$ cat src/rtl/wisc_pkg.sv
// Shared definitions for the memory stage: state encoding, data width and the
// register index used as the stack pointer for call/ret.
package wisc_pkg;
   localparam int         DATA_W = 16;
   localparam logic [3:0] SP_REG = 4'hF;

   typedef enum logic {
      IDLE = 1'b0,
      REQ  = 1'b1
   } mem_state_t;
endpackage

$ cat src/rtl/mem_access_unit_mem_wb_reg.sv
// MEM/WB pipeline register. A cycle without load_en inserts a bubble; the
// popped return PC is only updated by a completing ret.
module mem_wb_reg
   import wisc_pkg::*;
(
   input  logic              clk,
   input  logic              rst_n,
   input  logic              load_en,
   input  logic              reg_write_d,
   input  logic              mem_to_reg_d,
   input  logic              ret_wb_d,
   input  logic [3:0]        reg_rd_d,
   input  logic [DATA_W-1:0] mem_data_d,
   input  logic [DATA_W-1:0] alu_result_d,
   output logic              valid_out,
   output logic              RegWrite_out,
   output logic              mem_to_reg_out,
   output logic              ret_wb,
   output logic [3:0]        reg_rd_out,
   output logic [DATA_W-1:0] mem_data_out,
   output logic [DATA_W-1:0] alu_result_out,
   output logic [DATA_W-1:0] PC_stack_pointer
);
   logic              valid_reg;
   logic              reg_write_reg;
   logic              mem_to_reg_reg;
   logic              ret_wb_reg;
   logic [3:0]        reg_rd_reg;
   logic [DATA_W-1:0] mem_data_reg;
   logic [DATA_W-1:0] alu_result_reg;
   logic [DATA_W-1:0] pc_reg;

   always_ff @(posedge clk) begin
      if (!rst_n) begin
         valid_reg      <= 1'b0;
         reg_write_reg  <= 1'b0;
         mem_to_reg_reg <= 1'b0;
         ret_wb_reg     <= 1'b0;
         reg_rd_reg     <= '0;
         mem_data_reg   <= '0;
         alu_result_reg <= '0;
         pc_reg         <= '0;
      end else if (load_en) begin
         valid_reg      <= 1'b1;
         reg_write_reg  <= reg_write_d;
         mem_to_reg_reg <= mem_to_reg_d;
         ret_wb_reg     <= ret_wb_d;
         reg_rd_reg     <= reg_rd_d;
         mem_data_reg   <= mem_data_d;
         alu_result_reg <= alu_result_d;
         if (ret_wb_d) pc_reg <= mem_data_d;
      end else begin
         // Bubble: nothing may be written back, data fields hold
         valid_reg     <= 1'b0;
         reg_write_reg <= 1'b0;
         ret_wb_reg    <= 1'b0;
      end
   end

   assign valid_out        = valid_reg;
   assign RegWrite_out     = reg_write_reg;
   assign mem_to_reg_out   = mem_to_reg_reg;
   assign ret_wb           = ret_wb_reg;
   assign reg_rd_out       = reg_rd_reg;
   assign mem_data_out     = mem_data_reg;
   assign alu_result_out   = alu_result_reg;
   assign PC_stack_pointer = pc_reg;
endmodule

$ cat src/rtl/mem_access_unit.sv
// Memory-stage controller: req/ack data-memory handshake, front-end stall and
// call/ret stack traffic. Optional request timeout enabled by MEM_TIMEOUT_EN.
module mem_access_unit
   import wisc_pkg::*;
#(
   parameter int TIMEOUT_CYCLES = 255
)
(
   input  logic              clk,
   input  logic              rst_n,
   input  logic              valid_in,
   input  logic              RegWrite_in,
   input  logic              MemWrite_in,
   input  logic              MemRead_in,
   input  logic              mem_to_reg_in,
   input  logic              call_in,
   input  logic              ret_future_in,
   input  logic [3:0]        reg_rd_in,
   input  logic [DATA_W-1:0] alu_result,
   input  logic [DATA_W-1:0] sw_data,
   output logic              stall_out,
   output logic              dmem_req,
   output logic              dmem_we,
   output logic [DATA_W-1:0] dmem_addr,
   output logic [DATA_W-1:0] dmem_wdata,
   input  logic [DATA_W-1:0] dmem_rdata,
   input  logic              dmem_ack,
   output logic              valid_out,
   output logic              RegWrite_out,
   output logic              mem_to_reg_out,
   output logic [3:0]        reg_rd_out,
   output logic [DATA_W-1:0] mem_data_out,
   output logic [DATA_W-1:0] alu_result_out,
   output logic              ret_wb,
   output logic [DATA_W-1:0] PC_stack_pointer,
   output logic              mem_err
);
   mem_state_t        state_reg, state_next;
   logic              mem_op, capture;
   logic              we_reg, ret_reg, reg_write_reg, mem_to_reg_reg;
   logic [3:0]        rd_reg;
   logic [DATA_W-1:0] addr_reg, wdata_reg;
   logic              wb_load, wb_reg_write, wb_mem_to_reg, wb_ret;
   logic [3:0]        wb_rd;
   logic [DATA_W-1:0] wb_data, wb_alu;

   assign mem_op = valid_in & (MemRead_in | MemWrite_in | call_in | ret_future_in);

`ifdef MEM_TIMEOUT_EN
   localparam int CNT_W = ($clog2(TIMEOUT_CYCLES + 1) > 8) ? $clog2(TIMEOUT_CYCLES + 1) : 8;
   logic [CNT_W-1:0] wait_cnt_reg;
   logic             mem_err_reg, timeout_now, timeout_hit;

   assign timeout_now = (wait_cnt_reg == CNT_W'(TIMEOUT_CYCLES - 1));

   always_ff @(posedge clk) begin
      if (!rst_n) begin
         wait_cnt_reg <= '0;
         mem_err_reg  <= 1'b0;
      end else begin
         if (capture) wait_cnt_reg <= '0;
         else if (state_reg == REQ) wait_cnt_reg <= wait_cnt_reg + 1'b1;
         if (timeout_hit) mem_err_reg <= 1'b1;
      end
   end

   assign mem_err = mem_err_reg;
`else
   assign mem_err = 1'b0;
`endif

   always_comb begin
      state_next    = state_reg;
      capture       = 1'b0;
      wb_load       = 1'b0;
      stall_out     = 1'b0;
      dmem_req      = 1'b0;
      wb_reg_write  = RegWrite_in;
      wb_mem_to_reg = mem_to_reg_in;
      wb_rd         = reg_rd_in;
      wb_alu        = alu_result;
      wb_data       = '0;
      wb_ret        = 1'b0;
`ifdef MEM_TIMEOUT_EN
      timeout_hit   = 1'b0;
`endif
      case (state_reg)
         IDLE: begin
            if (mem_op) begin
               capture    = 1'b1;
               stall_out  = 1'b1;
               state_next = REQ;
            end else if (valid_in) begin
               wb_load = 1'b1;
            end
         end
         REQ: begin
            stall_out     = 1'b1;
            dmem_req      = 1'b1;
            wb_reg_write  = reg_write_reg;
            wb_mem_to_reg = mem_to_reg_reg;
            wb_rd         = rd_reg;
            wb_alu        = addr_reg;
            wb_data       = we_reg ? '0 : dmem_rdata;
            wb_ret        = ret_reg & ~we_reg;
            if (dmem_ack) begin
               wb_load    = 1'b1;
               state_next = IDLE;
            end
`ifdef MEM_TIMEOUT_EN
            else if (timeout_now) begin
               // Abort: complete the slot with a poisoned, non-writing result
               wb_load      = 1'b1;
               wb_data      = '1;
               wb_reg_write = 1'b0;
               wb_ret       = 1'b0;
               timeout_hit  = 1'b1;
               state_next   = IDLE;
            end
`endif
         end
         default: state_next = IDLE;
      endcase
   end

   always_ff @(posedge clk) begin
      if (!rst_n) begin
         state_reg      <= IDLE;
         we_reg         <= 1'b0;
         ret_reg        <= 1'b0;
         reg_write_reg  <= 1'b0;
         mem_to_reg_reg <= 1'b0;
         rd_reg         <= '0;
         addr_reg       <= '0;
         wdata_reg      <= '0;
      end else begin
         state_reg <= state_next;
         if (capture) begin
            we_reg         <= MemWrite_in | call_in;
            ret_reg        <= ret_future_in;
            reg_write_reg  <= RegWrite_in;
            mem_to_reg_reg <= mem_to_reg_in;
            rd_reg         <= (call_in | ret_future_in) ? SP_REG : reg_rd_in;
            addr_reg       <= alu_result;
            wdata_reg      <= sw_data;
         end
      end
   end

   assign dmem_we    = we_reg;
   assign dmem_addr  = addr_reg;
   assign dmem_wdata = wdata_reg;

   mem_wb_reg u_mem_wb_reg (
      .clk              (clk),
      .rst_n            (rst_n),
      .load_en          (wb_load),
      .reg_write_d      (wb_reg_write),
      .mem_to_reg_d     (wb_mem_to_reg),
      .ret_wb_d         (wb_ret),
      .reg_rd_d         (wb_rd),
      .mem_data_d       (wb_data),
      .alu_result_d     (wb_alu),
      .valid_out        (valid_out),
      .RegWrite_out     (RegWrite_out),
      .mem_to_reg_out   (mem_to_reg_out),
      .ret_wb           (ret_wb),
      .reg_rd_out       (reg_rd_out),
      .mem_data_out     (mem_data_out),
      .alu_result_out   (alu_result_out),
      .PC_stack_pointer (PC_stack_pointer)
   );
endmodule

$ cat config.mk
export PLATFORM = sky130hd
export DESIGN_NAME = mem_access_unit
export DESIGN_NICKNAME = d
export VERILOG_FILES = /design/src/rtl/wisc_pkg.sv /design/src/rtl/mem_access_unit_mem_wb_reg.sv /design/src/rtl/mem_access_unit.sv
export SDC_FILE = /design/constraint.sdc
export NUM_CORES = 1
export LEC_CHECK = 0
export ABC_AREA = 0
export CAP_MARGIN = 20
export CORE_MARGIN = 4
export CORE_UTILIZATION = 45
export DETAILED_ROUTE_END_ITERATION = 8
export GPL_TIMING_DRIVEN = 0
export PLACE_DENSITY = 0.8
export SLEW_MARGIN = 0
export SYNTH_ARGS = -nofsm -noshare
export SYNTH_HDL_FRONTEND = slang
export SYNTH_SLANG_ARGS = --single-unit
$ cat constraint.sdc
create_clock -name clk -period 2.26 [get_ports clk]
set_input_delay 0.565 -clock clk [delete_from_list [all_inputs] [get_ports clk]]
set_output_delay 0.565 -clock clk [all_outputs]
set_load 0.02 [all_outputs]
==> flow_summary_export.csv, run 1 <==
group,metric,value,unit
synth,ys_ff_latch,97,
global_route,grt_max_degree,20,
setup_path,arrival,1680,ps
synth,synth_ff_type,"dfxtp_1",
floorplanning,die_x,105,um
global_route,grt_pass1_vias,4130,
clocking,cts_root_buf,"clkbuf_8",
sta,clock-skew-final,9.96,ps
clocking,clk_pin_slew_worst_paths,90,ps
global_route,antenna_found_initial,0,
route,postRouteAntennaNets,0,
placed_design,hpwlAfterDp,9.98,mm
final_layout,final_common_cell,"clkdlybuf4s50_1",
global_route,grt_pass1_wl,20.8,mm
clocking,clock-sinks,97,
synth,synth_warnings,0,
power,power_density,604,mW/mm^2
floorplanning,rows,35,
synth,synth_top_area_cell,"dfxtp_1",
placed_design,io_buffers,151,
sta,finalSetupViolCount,0,
global_route,gr-total-overflow,0,
floorplanning,coreArea,0.00920,mm^2
power,power,3690,uW
clocking,cts_max_level,3,
final_layout,num_antenna_cells,0,
route,wl_per_cell,17.5,um
setup_path,cp_max_fo,7,
min_path,holdPathStages,2,
sta,min_period_over_period,99.2,%
synth,syn_inst,467,
synth,seq_area_frac_synth,45.7,%
setup_path,cp_cell_sequence,"clkdlybuf4s15_2 > or4_4 > a21o_1 > buf_6",
route,drt_wl_total,13.0,mm
setup_path,critPathKind,"in2out",
synth,synth_area_leaders,"dfxtp_1 (46%), a21boi_0 (9.7%), nand3_1 (7.8%)",
final_layout,area_growth,43.7,%
floorplanning,start_util,46.2,%
global_route,grt_usage,23.4,%
sta,tightest_slew,557,ps
run,maxCapViolCount,0,
min_path,worstHoldEndpoint,"u_mem_wb_reg.reg_rd_out[2]",
min_path,hold_path.class,"reg2reg",
final_layout,stdcell_count,744,
clocking,hold_buffers,0,
setup_path,rr_endpoint,"u_mem_wb_reg.reg_rd_out[1]",
floorplanning,die_area,0.0111,mm^2
sta,slew_viol_final,0,
setup_path,timing.rr.start,"state_reg",
floorplanning,pin_count,154,
final_layout,drive_above_1_share,8.53,%
clocking,ctsLongestPathBuffers,2,
final_layout,fin_nets,690,
sta,rsz0062_at_grt,"false",
synth,async_flop_share,0,%
placed_design,place.gp.congestion,0.947,
route,via_per_inst,5.47,
sta,max_clock_freq,0.446,GHz
route,drcViolationCount,0,
synth,ys_types,30,
clocking,clkLatencyLatePin,360,ps
status,status,"complete, no violations",
setup_path,crit_required,1690,ps
clocking,tritoncts,"built",
route,first_pass_iters,4,
sta,final.setup.tns,0,ps
final_layout,utilization,66.4,%
sta,relSlewSlack,62.8,%
setup_path,worst_setup_path_start_kind,"primary input",
setup_path,slowest_stage,"or4_4",
clocking,cts-buffers-inserted,9,
setup_path,reg2reg_depth,5,
synth,syn_avg_cell_area,9.10,um^2
synth,syn_nets,529,
power,ir_drop,0.268,mV
route,first_iter_violations,159,
placed_design,placed_cells,729,
setup_path,critPathMaxStageDelay,520,ps
floorplanning,die_y,105,um
min_path,hp-start,"u_mem_wb_reg.reg_rd_out[2]",
route,vias,4067,
power,leakage,0.00219,uW
synth,syn_area,0.00425,mm^2
setup_path,r2r_slack,460,ps
setup_path,crit_path_end_kind,"output port",
synth,synth_edf_count,0,
sta,fin_crit,2240,ps
final_layout,final_cell_mix,"clkdlybuf4s50_1 (146), dfxtp_1 (97), nand3_1 (66), a21boi_0 (55), nand2_1 (43)",
synth,synthDominantCellAreaShare,45.7,%
final_layout,fillers,788,
sta,finalHoldViolCount,0,
[how the worst max path moves through the flow]
stage	endpoint	cells after the start	start	slack, ps
global placement	stall_out	6	ret_future_in	-1060
finish	stall_out	4	call_in	20
floorplan	stall_out	4	ret_future_in	90
detailed placement	stall_out	6	ret_future_in	-1080
global route	stall_out	4	call_in	3
CTS	stall_out	4	call_in	0.4
[kinds of logic after synthesis]
| kind of cell | after synthesis | share of synthesized area (%) |
|---|---|---|
| buffers and inverters | 51 | 5.95 |
| AND/OR/NAND/NOR | 147 | 17.3 |
| multiplexers | 22 | 5.18 |
| flip-flops | 97 | 45.7 |
| other | 1 | 0.0883 |
| AO/OA/AOI/OAI | 149 | 25.7 |
[synth_stat cells (8+ instances only)]
library cell  number
dfxtp_1           97
nand2_1           43
clkbuf_1          22
o21ai_0           37
o211ai_2          11
mux2i_1           22
a21boi_0          55
buf_1              8
buf_2             11
nand2b_1          22
a21boi_1          13
nand3_1           66
o211ai_1          26
[metrics by stage]
step / worst slack (ps) / hold WS (ps) / area (um^2)
2_1_floorplan: 88.3 / 452 / 4250
3_3_place_gp: -1060 / 445 / 5900
3_5_place_dp: -1080 / 456 / 5900
4_1_cts: 0.441 / 469 / 6100
5_1_grt: 2.70 / 491 / 6110
6_report: 18.3 / 465 / 6110
[routing by layer]
layer / track usage, % / up-vias / share of wire (%)
met3: 7.29 / 22 / 8.5
met5: 0 / - / 0
met1: 28.3 / 1909 / 43
met2: 38.6 / 153 / 47
met4: 9.09 / 0 / 2.0
li1: - / 1983 / -
[worst max-delay path: cells and delay by family]
family	cells	cell delay [ps]
AND/OR/NAND/NOR	1	520
AO/OA/AOI/OAI	1	220
buffers and inverters	2	370
[area by class of cell]
type                    count  area, um^2  share of cell area, %
plain buffers              48         231                   3.79
clock buffers              11         151                   2.48
multi-input cells         319        2060                   33.7
flip-flops and latches     97        1940                   31.8
well taps                 111         139                   2.27
repair buffers            153        1520                   24.9
clock inverters             5        62.6                   1.02
[power by group]
part,switching (uW),internal [uW]
logic,352,323
registers,41.3,1780
clock network,612,578
[what timing repair did]
action,CTS,global route
pin swaps,2,2
setup endpoints to repair,1,1
buffers inserted,2,0
gates resized for setup,16,3
endpoints found under the hold margin,0,0
Note: power is estimated with default switching activity, not from simulation.
==> run 2: changes to the inputs <==
Settings changed: CORE_MARGIN 4 to 5, TNS_END_PERCENT from default to 10.
Clock period 2.26 ns to 2.15 ns, I/O delays scaled along.
==> run 2 against run 1 <==
  * Sequential power up 5%
  * Via count up 1.1%
  * Die area up 3.8%
  * Combinational power up 5.6%
  * Largest cell class unchanged
==> flow_summary_export.csv, run 2 (synthesis results as in run 1) <==
group,metric,value,unit
sta,max_clock_freq,0.469,GHz
route,first_pass_iters,5,
route,via_per_inst,5.39,
setup_path,critPathMaxStageDelay,510,ps
setup_path,cp_cell_sequence,"buf_4 > or4_4 > buf_6 > a21o_1 > buf_6",
setup_path,crit_path_end_kind,"output port",
floorplanning,start_util,46.0,%
floorplanning,pin_count,154,
clocking,hold_buffers,0,
global_route,gr-total-overflow,0,
setup_path,rr_endpoint,"u_mem_wb_reg.PC_stack_pointer[8]",
global_route,grt_pass1_vias,4091,
placed_design,hpwlAfterDp,10.0,mm
clocking,cts_max_level,3,
setup_path,timing.rr.start,"state_reg",
sta,slew_viol_final,0,
final_layout,fin_nets,691,
placed_design,io_buffers,151,
sta,rsz0062_at_grt,"false",
route,postRouteAntennaNets,0,
setup_path,worst_setup_path_start_kind,"primary input",
setup_path,cp.buffers_inverters,3,
final_layout,fillers,778,
setup_path,cp-startpoint,"call_in",
sta,tightest_slew,613,ps
final_layout,multi_input_area,0.00206,mm^2
floorplanning,rows,35,
route,wl_per_cell,17.3,um
final_layout,utilization,66.6,%
power,power_density,644,mW/mm^2
power,leakage,0.00221,uW
setup_path,crit_required,1610,ps
sta,fin_crit,2130,ps
sta,relSlewSlack,59.1,%
placed_design,place.gp.congestion,0.797,
setup_path,r2r_slack,460,ps
setup_path,crit_family,"simple AND/OR/NAND/NOR gates",
setup_path,cp_max_fo,7,
floorplanning,die_x,107,um
sta,min_period_over_period,99.1,%
floorplanning,coreArea,0.00924,mm^2
run,maxCapViolCount,0,
floorplanning,die_area,0.0115,mm^2
global_route,grt_max_degree,20,
power,power,3960,uW
min_path,hp-start,"ret_future_in",
global_route,grt_usage,23.1,%
final_layout,final_cell_mix,"clkdlybuf4s50_1 (146), dfxtp_1 (96), nand3_1 (66), a21boi_0 (55), nand2_1 (43)",
min_path,hold_path.class,"in2reg",
setup_path,cpMostUsedCell,"buf_6",
min_path,holdPathStages,3,
setup_path,reg2reg_depth,5,
clocking,clkLatencyLatePin,350,ps
sta,finalHoldViolCount,0,
clocking,cts-buffers-inserted,9,
final_layout,final_common_cell,"clkdlybuf4s50_1",
status,status,"complete, no violations",
setup_path,arrival,1590,ps
route,drt_wl_total,13.2,mm
global_route,grt_pass1_wl,21.2,mm
final_layout,drive_above_1_share,8.52,%
clocking,ctsLongestPathBuffers,2,
global_route,antenna_found_initial,0,
final_layout,num_antenna_cells,0,
power,ir_drop,0.310,mV
floorplanning,die_y,107,um
clocking,clock-sinks,97,
setup_path,slowest_stage,"or4_4",
route,first_iter_violations,189,
sta,clock-skew-final,5.61,ps
setup_path,critPathKind,"in2out",
min_path,worstHoldEndpoint,"ret_reg",
clocking,cts_root_buf,"clkbuf_8",
clocking,tritoncts,"built",
route,drcViolationCount,0,
final_layout,area_growth,44.8,%
sta,finalSetupViolCount,0,
placed_design,placed_cells,747,
clocking,clk_pin_slew_worst_paths,90,ps
final_layout,ff_latch_area,0.00194,mm^2
route,vias,4113,
final_layout,stdcell_count,763,
-- run 2: cell count changes in the layout (fill, tap and decap cells not counted), sizes merged --
| cell | change |
|---|---|
| dlygate4sd2 | -1 |
| inv | -1 |
| clkbuf | +3 |
| bufinv | +1 |
| buf | +3 |
| clkinv | -1 |
| clkinvlp | -2 |
| clkdlybuf4s15 | -1 |
-- run 2: worst max path at each step --
| stage | endpoint | slack, ps | cells past startpoint |
|---|---|---|---|
| detailed placement | stall_out | -1060 | 6 |
| global placement | stall_out | -1050 | 6 |
| finish | stall_out | 20 | 5 |
| floorplan | stall_out | 30 | 4 |
| CTS | stall_out | 8 | 5 |
| global route | stall_out | 1 | 5 |
-- run 2: per-layer routing --
| layer | vias to the layer above | GRT usage, % | wire length (um) |
|---|---|---|---|
| li1 | 1985 | - | - |
| met1 | 1966 | 28.4 | 5490 |
| met2 | 151 | 38.1 | 6280 |
| met3 | 11 | 9.03 | 1280 |
| met4 | 0 | 5.48 | 124 |
| met5 | - | 0 | 0 |
-- run 2: worst min-delay path, cell delays in order --
cell and delay [ps]:
buf_6 110, nand2_1 50, a21boi_0 60
-- run 2: cell type report --
class | instances | share of cell area (%)
multi-input combinational | 319 | 33.4
sequential | 97 | 31.6
timing repair buffer | 153 | 24.7
buffer | 49 | 4.01
clock buffer | 14 | 2.64
tap | 129 | 2.62
clock inverter | 2 | 0.976
-- run 2: metrics by stage --
| step | hold WS, ps | setup TNS [ps] | setup slack, ps | instance area [um^2] |
|---|---|---|---|---|
| finish | 448 | 0 | 18.9 | 6150 |
| detailed placement | 454 | -17490 | -1060 | 5920 |
| global route | 425 | 0 | 0.962 | 6150 |
| floorplan | 452 | 0 | 33.3 | 4250 |
| global placement | 447 | -15540 | -1050 | 5920 |
| CTS | 435 | 0 | 7.76 | 6150 |
-- run 2: what timing repair did --
item / CTS / global route
endpoints found under the setup margin: 1 / 1
resized for setup: 25 / 4
pin swaps: 2 / 0
buffers inserted: 2 / 0
-- run 2: power breakdown --
part | switching, uW | internal, uW
Clock | 608 | 722
Combinational | 371 | 342
Sequential | 44.8 | 1870
Total | 1020 | 2940
